`config.mk`:
```
export PLATFORM = sky130hd
export DESIGN_NAME = alu_issue_stage
export DESIGN_NICKNAME = d
export VERILOG_FILES = /design/src/rtl/alu_issue_stage.sv
export SDC_FILE = /design/constraint.sdc
export NUM_CORES = 1
export LEC_CHECK = 0
export CAP_MARGIN = 5
export CORE_ASPECT_RATIO = 1.25
export CORE_UTILIZATION = 58
export CTS_BUF_LIST = sky130_fd_sc_hd__clkbuf_8
export DETAILED_ROUTE_END_ITERATION = 8
export PLACE_DENSITY = 0.95
export SLEW_MARGIN = 40
export SYNTH_ARGS = -nofsm -noshare
export SYNTH_HDL_FRONTEND = slang
export SYNTH_SLANG_ARGS = --single-unit
```
`constraint.sdc`:
```
create_clock -name clk -period 3.7 [get_ports clk]
set_clock_uncertainty 0.05 [all_clocks]
set_input_delay 0.74 -clock clk [delete_from_list [all_inputs] [get_ports clk]]
set_output_delay 0.74 -clock clk [all_outputs]
set_load 0.01 [all_outputs]
```
`src/rtl/alu_issue_stage.sv`:
```
// -----------------------------------------------------------------------------
// alu_issue_stage
//
// Command-buffering stage in front of the 16-bit combinational ALU. Commands
// arrive over a valid/ready handshake, wait in a DEPTH-entry FIFO, and the head
// entry is driven onto the ALU inputs. The ALU's outputs are captured into a
// result register that is offered downstream over a second valid/ready
// handshake. When nothing stalls, one operation completes per cycle with a
// fixed latency of two cycles.
//
// Optional feature (macro ALU_ISSUE_ACC_EN):
//   Adds a WIDTH-bit accumulator loaded with alu_result on every capture. A
//   command with use_acc=1 takes the accumulator as operand A. Capture and
//   pop happen on the same edge, so a dependent command right behind its
//   producer sees the new value without a bubble.
//   With the macro undefined, cmd_use_acc is ignored and never stored.
//
// Parameters:
//   WIDTH  operand/result width (must match the ALU)
//   DEPTH  FIFO entries, power of two, >= 2
//
// Ports:
//   clk, rst                 clock; asynchronous active-high reset
//   cmd_valid / cmd_ready    command handshake (ready = FIFO not full)
//   cmd_a, cmd_b             operands
//   cmd_select, cmd_mode     ALU select code and mode (1 logic, 0 arithmetic)
//   cmd_carry, cmd_use_acc   carry input; take accumulator as operand A
//   alu_a, alu_b, alu_select, alu_mode, alu_carry_in
//                            head entry driven to the ALU (zero when empty)
//   alu_result, alu_carry_out, alu_compare
//                            ALU outputs, captured on each fire
//   res_valid / res_ready    result handshake
//   res_data, res_carry, res_compare
//                            registered result
//   fifo_level               entries in the FIFO (output register excluded)
// -----------------------------------------------------------------------------
module alu_issue_stage #(
  parameter int WIDTH = 16,
  parameter int DEPTH = 4
) (
  input  logic                     clk,
  input  logic                     rst,
  input  logic                     cmd_valid,
  output logic                     cmd_ready,
  input  logic [WIDTH-1:0]         cmd_a,
  input  logic [WIDTH-1:0]         cmd_b,
  input  logic [3:0]               cmd_select,
  input  logic                     cmd_mode,
  input  logic                     cmd_carry,
  input  logic                     cmd_use_acc,
  output logic [WIDTH-1:0]         alu_a,
  output logic [WIDTH-1:0]         alu_b,
  output logic [3:0]               alu_select,
  output logic                     alu_mode,
  output logic                     alu_carry_in,
  input  logic [WIDTH-1:0]         alu_result,
  input  logic                     alu_carry_out,
  input  logic                     alu_compare,
  output logic                     res_valid,
  input  logic                     res_ready,
  output logic [WIDTH-1:0]         res_data,
  output logic                     res_carry,
  output logic                     res_compare,
  output logic [$clog2(DEPTH):0]   fifo_level
);

  localparam int PW = $clog2(DEPTH);
  localparam int LW = PW + 1;
  localparam logic [LW-1:0] FULL_LEVEL = LW'(DEPTH);

  // Command storage, one array per field.
  logic [WIDTH-1:0] a_mem      [DEPTH];
  logic [WIDTH-1:0] b_mem      [DEPTH];
  logic [3:0]       select_mem [DEPTH];
  logic             mode_mem   [DEPTH];
  logic             carry_mem  [DEPTH];

  logic [PW-1:0] wr_ptr;
  logic [PW-1:0] rd_ptr;
  logic [LW-1:0] level;

  logic fifo_empty;
  logic push;
  logic fire;

  assign fifo_empty = (level == '0);
  // Ready comes from the registered level only, so a pop in the same cycle
  // never opens a slot for a push: no path from res_ready to cmd_ready.
  assign cmd_ready  = (level != FULL_LEVEL);
  assign push       = cmd_valid && cmd_ready;
  // Capture whenever there is a head entry and the output register is free
  // or being emptied this cycle.
  assign fire       = !fifo_empty && (!res_valid || res_ready);
  assign fifo_level = level;

`ifdef ALU_ISSUE_ACC_EN
  logic             use_acc_mem [DEPTH];
  logic [WIDTH-1:0] acc;
`else
  // cmd_use_acc has no function in this build; tie it off.
  logic unused_use_acc;
  assign unused_use_acc = cmd_use_acc;
`endif

  // NOTE: storage arrays carry no reset; an entry is only read after it has
  // been written, and reset already empties the FIFO through the pointers.
  always_ff @(posedge clk) begin
    if (push) begin
      a_mem[wr_ptr]      <= cmd_a;
      b_mem[wr_ptr]      <= cmd_b;
      select_mem[wr_ptr] <= cmd_select;
      mode_mem[wr_ptr]   <= cmd_mode;
      carry_mem[wr_ptr]  <= cmd_carry;
`ifdef ALU_ISSUE_ACC_EN
      use_acc_mem[wr_ptr] <= cmd_use_acc;
`endif
    end
  end

  // NOTE: sequential state uses non-blocking assignments so every register
  // samples pre-edge values regardless of statement order.
  always_ff @(posedge clk or posedge rst) begin
    if (rst) begin
      wr_ptr <= '0;
      rd_ptr <= '0;
      level  <= '0;
    end else begin
      if (push) wr_ptr <= wr_ptr + PW'(1);
      if (fire) rd_ptr <= rd_ptr + PW'(1);
      unique case ({push, fire})
        2'b10:   level <= level + LW'(1);
        2'b01:   level <= level - LW'(1);
        default: level <= level;
      endcase
    end
  end

  // Output register: load on fire, clear on a drain without refill,
  // otherwise hold.
  always_ff @(posedge clk or posedge rst) begin
    if (rst) begin
      res_valid   <= 1'b0;
      res_data    <= '0;
      res_carry   <= 1'b0;
      res_compare <= 1'b0;
    end else if (fire) begin
      res_valid   <= 1'b1;
      res_data    <= alu_result;
      res_carry   <= alu_carry_out;
      res_compare <= alu_compare;
    end else if (res_valid && res_ready) begin
      res_valid   <= 1'b0;
    end
  end

`ifdef ALU_ISSUE_ACC_EN
  always_ff @(posedge clk or posedge rst) begin
    if (rst) begin
      acc <= '0;
    end else if (fire) begin
      acc <= alu_result;
    end
  end
`endif

  // NOTE: every output gets its default first, so no path leaves a value
  // unassigned and no latch is inferred.
  always_comb begin
    alu_a        = '0;
    alu_b        = '0;
    alu_select   = '0;
    alu_mode     = 1'b0;
    alu_carry_in = 1'b0;
    if (!fifo_empty) begin
      alu_a        = a_mem[rd_ptr];
      alu_b        = b_mem[rd_ptr];
      alu_select   = select_mem[rd_ptr];
      alu_mode     = mode_mem[rd_ptr];
      alu_carry_in = carry_mem[rd_ptr];
`ifdef ALU_ISSUE_ACC_EN
      if (use_acc_mem[rd_ptr]) alu_a = acc;
`endif
    end
  end

endmodule

```
# After elaboration in Yosys (flattened, before gate mapping)
# Memories as Yosys holds them, arrays and structs flattened.
# Cells that the tools add are included.
[op_classes] n_addsub=4 n_mul=0 div=0 n_lt_le_gt_ge=0 n_eq_ne=3 shifts=0 mux=10 n_bitwise=0 n_reduce_logical=9
[op_table] operator="$mux W16" n=2
[op_table] operator="$mux W1" n=6
[op_table] operator="$pmux W3 S2" n=1
[op_table] operator="$add A2 B1 Y2 const B" n=2
[op_table] operator="$mux W4" n=1
[op_table] operator="$reduce_bool A2 Y1" n=2
[op_table] operator="$add A3 B1 Y3 const B" n=1
[op_table] operator="$logic_and A1 B1 Y1" n=3
[op_table] operator="$logic_not A3 Y1" n=1
[op_table] operator="$ne A3 B3 Y1 const B" n=1
[op_table] operator="$sub A3 B1 Y3 const B" n=1
[op_table] operator="$eq A2 B1 Y1 const B" n=1
[op_table] operator="$eq A2 B2 Y1 const B" n=1
[op_table] operator="$logic_not A1 Y1" n=2
[op_table] operator="$logic_or A1 B1 Y1" n=1
[word_totals] reg_bits=26 latchBits=0 ram_bits=152 mem_bits_ro=0 in_bits=61 output_inout_bits=61 elab_cells=38 mem_count=5
[memory_table] name="a_mem" words=4 width=16 read_ports=1 rd_ports_with_merged_regs=0 write_ports=1 line_no="72" source="logic [WIDTH-1:0] a_mem [DEPTH];"
[memory_table] name="b_mem" words=4 width=16 read_ports=1 rd_ports_with_merged_regs=0 write_ports=1 line_no="73" source="logic [WIDTH-1:0] b_mem [DEPTH];"
[memory_table] name="select_mem" words=4 width=4 read_ports=1 rd_ports_with_merged_regs=0 write_ports=1 line_no="74" source="logic [3:0] select_mem [DEPTH];"
[memory_table] name="carry_mem" words=4 width=1 read_ports=1 rd_ports_with_merged_regs=0 write_ports=1 line_no="76" source="logic carry_mem [DEPTH];"
[memory_table] name="mode_mem" words=4 width=1 read_ports=1 rd_ports_with_merged_regs=0 write_ports=1 line_no="75" source="logic mode_mem [DEPTH];"

# Logic depth before layout (Yosys ltp)
[logic_depth] depth_word=5 depth_mapped=9 ltp_nobuf=9

# Worst setup path before layout
# OpenSTA, ideal clock, no wires.
[synth_timing] path_type="in2reg" startpoint="input port res_ready" endpoint="register level[2] (netlist: fifo_level[2])" setup_ps=79 arrival_ps=2194 t_required_ps=3571 setup_slack_ps=1377 stages=9 path_buffers=1 cell_sequence="nand2b_1 -> nor2b_1 -> buf_2 -> ha_1 -> inv_1 -> fa_1 -> xor2_1 -> nor2_1 -> xor2_1"
[synth_between] elab_chain_len=4 elab_cells_between_ends=6 cone_classes="eq/ne (2); mux (1); reduce/logical (3)"
[synth_rtl] element="from (decl)" line_no="60" source="input logic res_ready,"
[synth_rtl] element="$logic_or A1 B1 Y1 *" line_no="93" source="assign fire = !fifo_empty && (!res_valid || res_ready);"
[synth_rtl] element="$logic_and A1 B1 Y1 *" line_no="93"
[synth_rtl] element="via fire" line_no="84" source="logic fire;"
[synth_rtl] element="$eq A2 B1 Y1 or $eq A2 B2 Y1 (tied branches)" line_no="130" source="unique case ({push, fire})"
[synth_rtl] element="$pmux W3 S2 or $reduce_bool A2 Y1 (tied branches)"
[synth_rtl] element="to (signal assigned)" line_no="131" source="2'b10: level <= level + LW'(1);"
[synth_rtl] element="to (signal assigned)" line_no="132" source="2'b01: level <= level - LW'(1);"
[synth_rtl] element="to (signal assigned)" line_no="133" source="default: level <= level;"
[synth_rtl] element="to (decl)" line_no="80" source="logic [LW-1:0] level;"
# Mark *: on every way through the listed nets, which the timed path passes. The rest lies on a longest branch.
# A chain may end at the register's enable or synchronous reset.

# Final worst setup path
[layout_timing] startpoint="register rd_ptr[0]" endpoint="output port alu_b[7]"
[layout_between] elab_chain_len=2
[layout_rtl] element="from (decl)" line_no="79" source="logic [PW-1:0] rd_ptr;"
[layout_rtl] element="from (signal assigned)" line_no="129" source="if (fire) rd_ptr <= rd_ptr + PW'(1);"
[layout_rtl] element="$mem_v2 Z4 W16"
[layout_rtl] element="$mux W16" line_no="174" source="if (!fifo_empty) begin"
[layout_rtl] element="to (decl)" line_no="52" source="output logic [WIDTH-1:0] alu_b,"
# No other way between the ends.

==> flow_metrics.py <==
metrics = {
    "placement": {
        "hpwl_mm": 8.30,
        "portBuffers": 120,
        "dpl_cell_area_sq_um": 8280,
        "finalWeightedCongestion": 0.726,
    },
    "outcome": {
        "outcome": "finished, final reports clean",
    },
    "hold_path": {
        "worstHoldPathType": "reg -> reg",
    },
    "clock_network": {
        "cts.clk_slew.worst_paths_ns": 0.08,
        "clock-sinks": 178,
        "cts-root-buf": "clkbuf_8",
        "hold_buffers": 0,
        "cts_htree_levels": 4,
        "clk-insertion-delay-late_ns": 0.44,
        "clockBufferDepth": 2,
        "cts_resized": 0,
        "post_cts_buffers": 0,
        "cts_buffers": 17,
        "cts_tree": "built",
    },
    "timing": {
        "setup_tns_ns": 0,
        "holdWs_ns": 0.461,
        "maxSlewViolCount": 0,
        "finalCritPeriodShare": 0.922,
        "min_period_ns": 3.41,
        "rsz0062_at_grt": "false",
        "max_slew_margin": 0.563,
        "hold_violations": 0,
        "fmax_ghz": 0.293,
        "worst_slew_pin_slew_ns": 0.655,
        "setup_viol_count_final": 0,
    },
    "setup_path": {
        "r2r-end": "fifo_level[2]",
        "timing.rr.start": "fifo_level[0]",
        "crit_chain": "buf_4, mux4_2, nor2b_1, clkdlybuf4s50_1",
        "critPathLaunch": "rd_ptr[0]",
        "crit_family": "buffers and inverters",
        "crit_end": "alu_b[7]",
        "cp-end-kind": "output pin",
        "worst-path-stages": 4,
        "startpoint_type": "flop",
        "path_buf_inv": 2,
        "path_class": "reg -> out",
        "critPathArrivalTime_ns": 2.62,
        "max_stage_delay_ns": 0.67,
        "r2r_setup_slack_ns": 1.33,
        "crit_path_top_delay_cell": "dfrtp_2",
        "worstPathMaxFanout": 13,
        "worstPathRequired_ns": 2.91,
        "worstRegToRegCells": 9,
    },
    "power_and_ir_drop": {
        "peakVddDrop_mv": 0.407,
        "powerDensity_nw_per_um2": 799,
        "p_leak_nw": 3.00,
        "p_total_mw": 6.93,
    },
    "synthesis": {
        "synthAdderAreaFrac": 0.0120,
        "synth_xor_area_frac": 0.00766,
        "yosys_warnings": 0,
        "synth_edf_count": 152,
        "synth_compound_area_frac": 0,
        "synth-main-ff-cell": "edfxtp_1",
        "synth_mux_area_frac": 0.158,
        "syn_nets": 387,
        "synthSimpleGateAreaFrac": 0.0469,
        "synth_top_family_by_area": "multiplexers",
        "synthArstFlopShare": 0.146,
        "synth.avg_cell_area_sq_um": 21.4,
        "yosysTopAreaCellShare": 0.666,
        "synth_top_cell_by_area": "edfxtp_1",
        "synth_seq_area_share": 0.760,
        "ys_ff_latch": 178,
        "synthTopCellsByArea": "edfxtp_1 (67%), mux4_2 (12%), dfrtp_1 (9.5%)",
        "synth_area_sq_um": 6860,
        "netlist_instances": 320,
        "ys_top_cells_by_count": "edfxtp_1 (152), nor2b_1 (39), mux4_2 (38), dfrtp_1 (26), mux2_2 (18)",
        "ys_types": 23,
        "yosysMostFrequentCell": "edfxtp_1",
    },
    "die": {
        "dieHeight_um": 124,
        "die_w_um": 99.3,
        "start_util": 0.593,
        "fp.dieArea_sq_um": 12300,
        "ios": 122,
        "rows": 44,
        "core-area_sq_um": 11600,
    },
    "finish": {
        "n_antenna_cell": 0,
        "seq_area_sq_um": 5220,
        "multi_input_area_sq_um": 1550,
        "fin_util": 0.750,
        "fillers": 649,
        "final_cell_area_sq_um": 8680,
        "drive_above_1_share": 0.228,
        "syn_to_final_growth_pct": 26.5,
        "layout.nets": 523,
    },
    "detailed_routing": {
        "finalWirelength_mm": 12.6,
        "dr_wl_met2_mm": 6.75,
        "met3_length_um": 731,
        "drc_errors": 0,
        "antenna_left": 0,
        "viasPerCell": 5.60,
        "via_count": 3401,
        "met1_length_mm": 4.89,
        "dr.first_iter.drc_count": 139,
        "routedWlPerCell_um": 20.7,
        "first_pass_iters": 4,
        "top_layer_used": "met4",
    },
    "grt": {
        "grt_pass1_vias": 3581,
        "antenna_found_initial": 0,
        "grt_max_degree": 27,
        "grt_usage": 0.219,
        "grt_overflow": 0,
        "grt_pass1_wl_mm": 18.9,
    },
    "job": {
        "cap_viol_max_count": 0,
    },
}
-- power by group --
part	total [mW]	switching [mW]	internal (mW)
Clock	1.28	0.635	0.643
Combinational	2.74	1.15	1.59
Sequential	2.91	0.238	2.68
-- metal layers --
layer  up-vias  track usage
li1       1533            -
met4         0       0.0818
met5         -            0
met3        18       0.0685
met1      1719        0.258
met2       131        0.381
-- registers in the layout, summed over array words and instances (netlist names) --
register / flops
a_mem: 64
b_mem: 64
carry_mem: 4
fifo_level: 3
mode_mem: 4
rd_ptr: 2
res_carry: 1
res_compare: 1
res_data: 16
res_valid: 1
select_mem: 16
wr_ptr: 2
-- metrics by stage --
step | instances | setup slack [ns]
global route | 607 | 0.105
global placement | 575 | 0.727
floorplan | 320 | 1.38
detailed placement | 575 | 0.697
CTS | 607 | 0.200
finish | 607 | 0.290
-- layout by cell type (no fill, tap or decap), drive strengths merged --
cell and instances:
fa 1, inv 9, xnor2 2, ha 5, nand2b 1, mux2i 1, clkdlybuf4s50 120, and3 4
edfxtp 152, mux4 38, buf 12, and2 1, or3b 1, xor2 4, dfrtp 26, bufinv 2
nand2 1, clkinv 5, nor2 1, clkbuf 20, mux2 19, and3b 1, nor3 1, clkinvlp 3
nor2b 39
-- cell families after synthesis --
kind of cell | count (synthesis)
simple gates | 50
flops | 178
buf+inv | 22
fa+ha+maj | 6
xor+xnor | 6
mux | 58
-- worst min-delay path by stage --
stage                           start          end  cells past startpoint
final                     res_data[4]  res_data[4]                      1
after global routing      res_data[7]  res_data[7]                      1
after CTS                 res_data[4]  res_data[4]                      1
after floorplan             wr_ptr[1]    wr_ptr[1]                      1
after global placement    res_data[6]  res_data[6]                      1
after detailed placement  res_data[4]  res_data[4]                      1
-- final cells by class --
class / instances / share of cell area
sequential: 178 / 0.601
tap: 138 / 0.0199
clock buffer: 20 / 0.0317
clock inverter: 12 / 0.0134
timing repair buffer: 132 / 0.152
multi-input combinational: 120 / 0.179
inverter: 7 / 0.00303
Power figures use the tool's default switching activity.
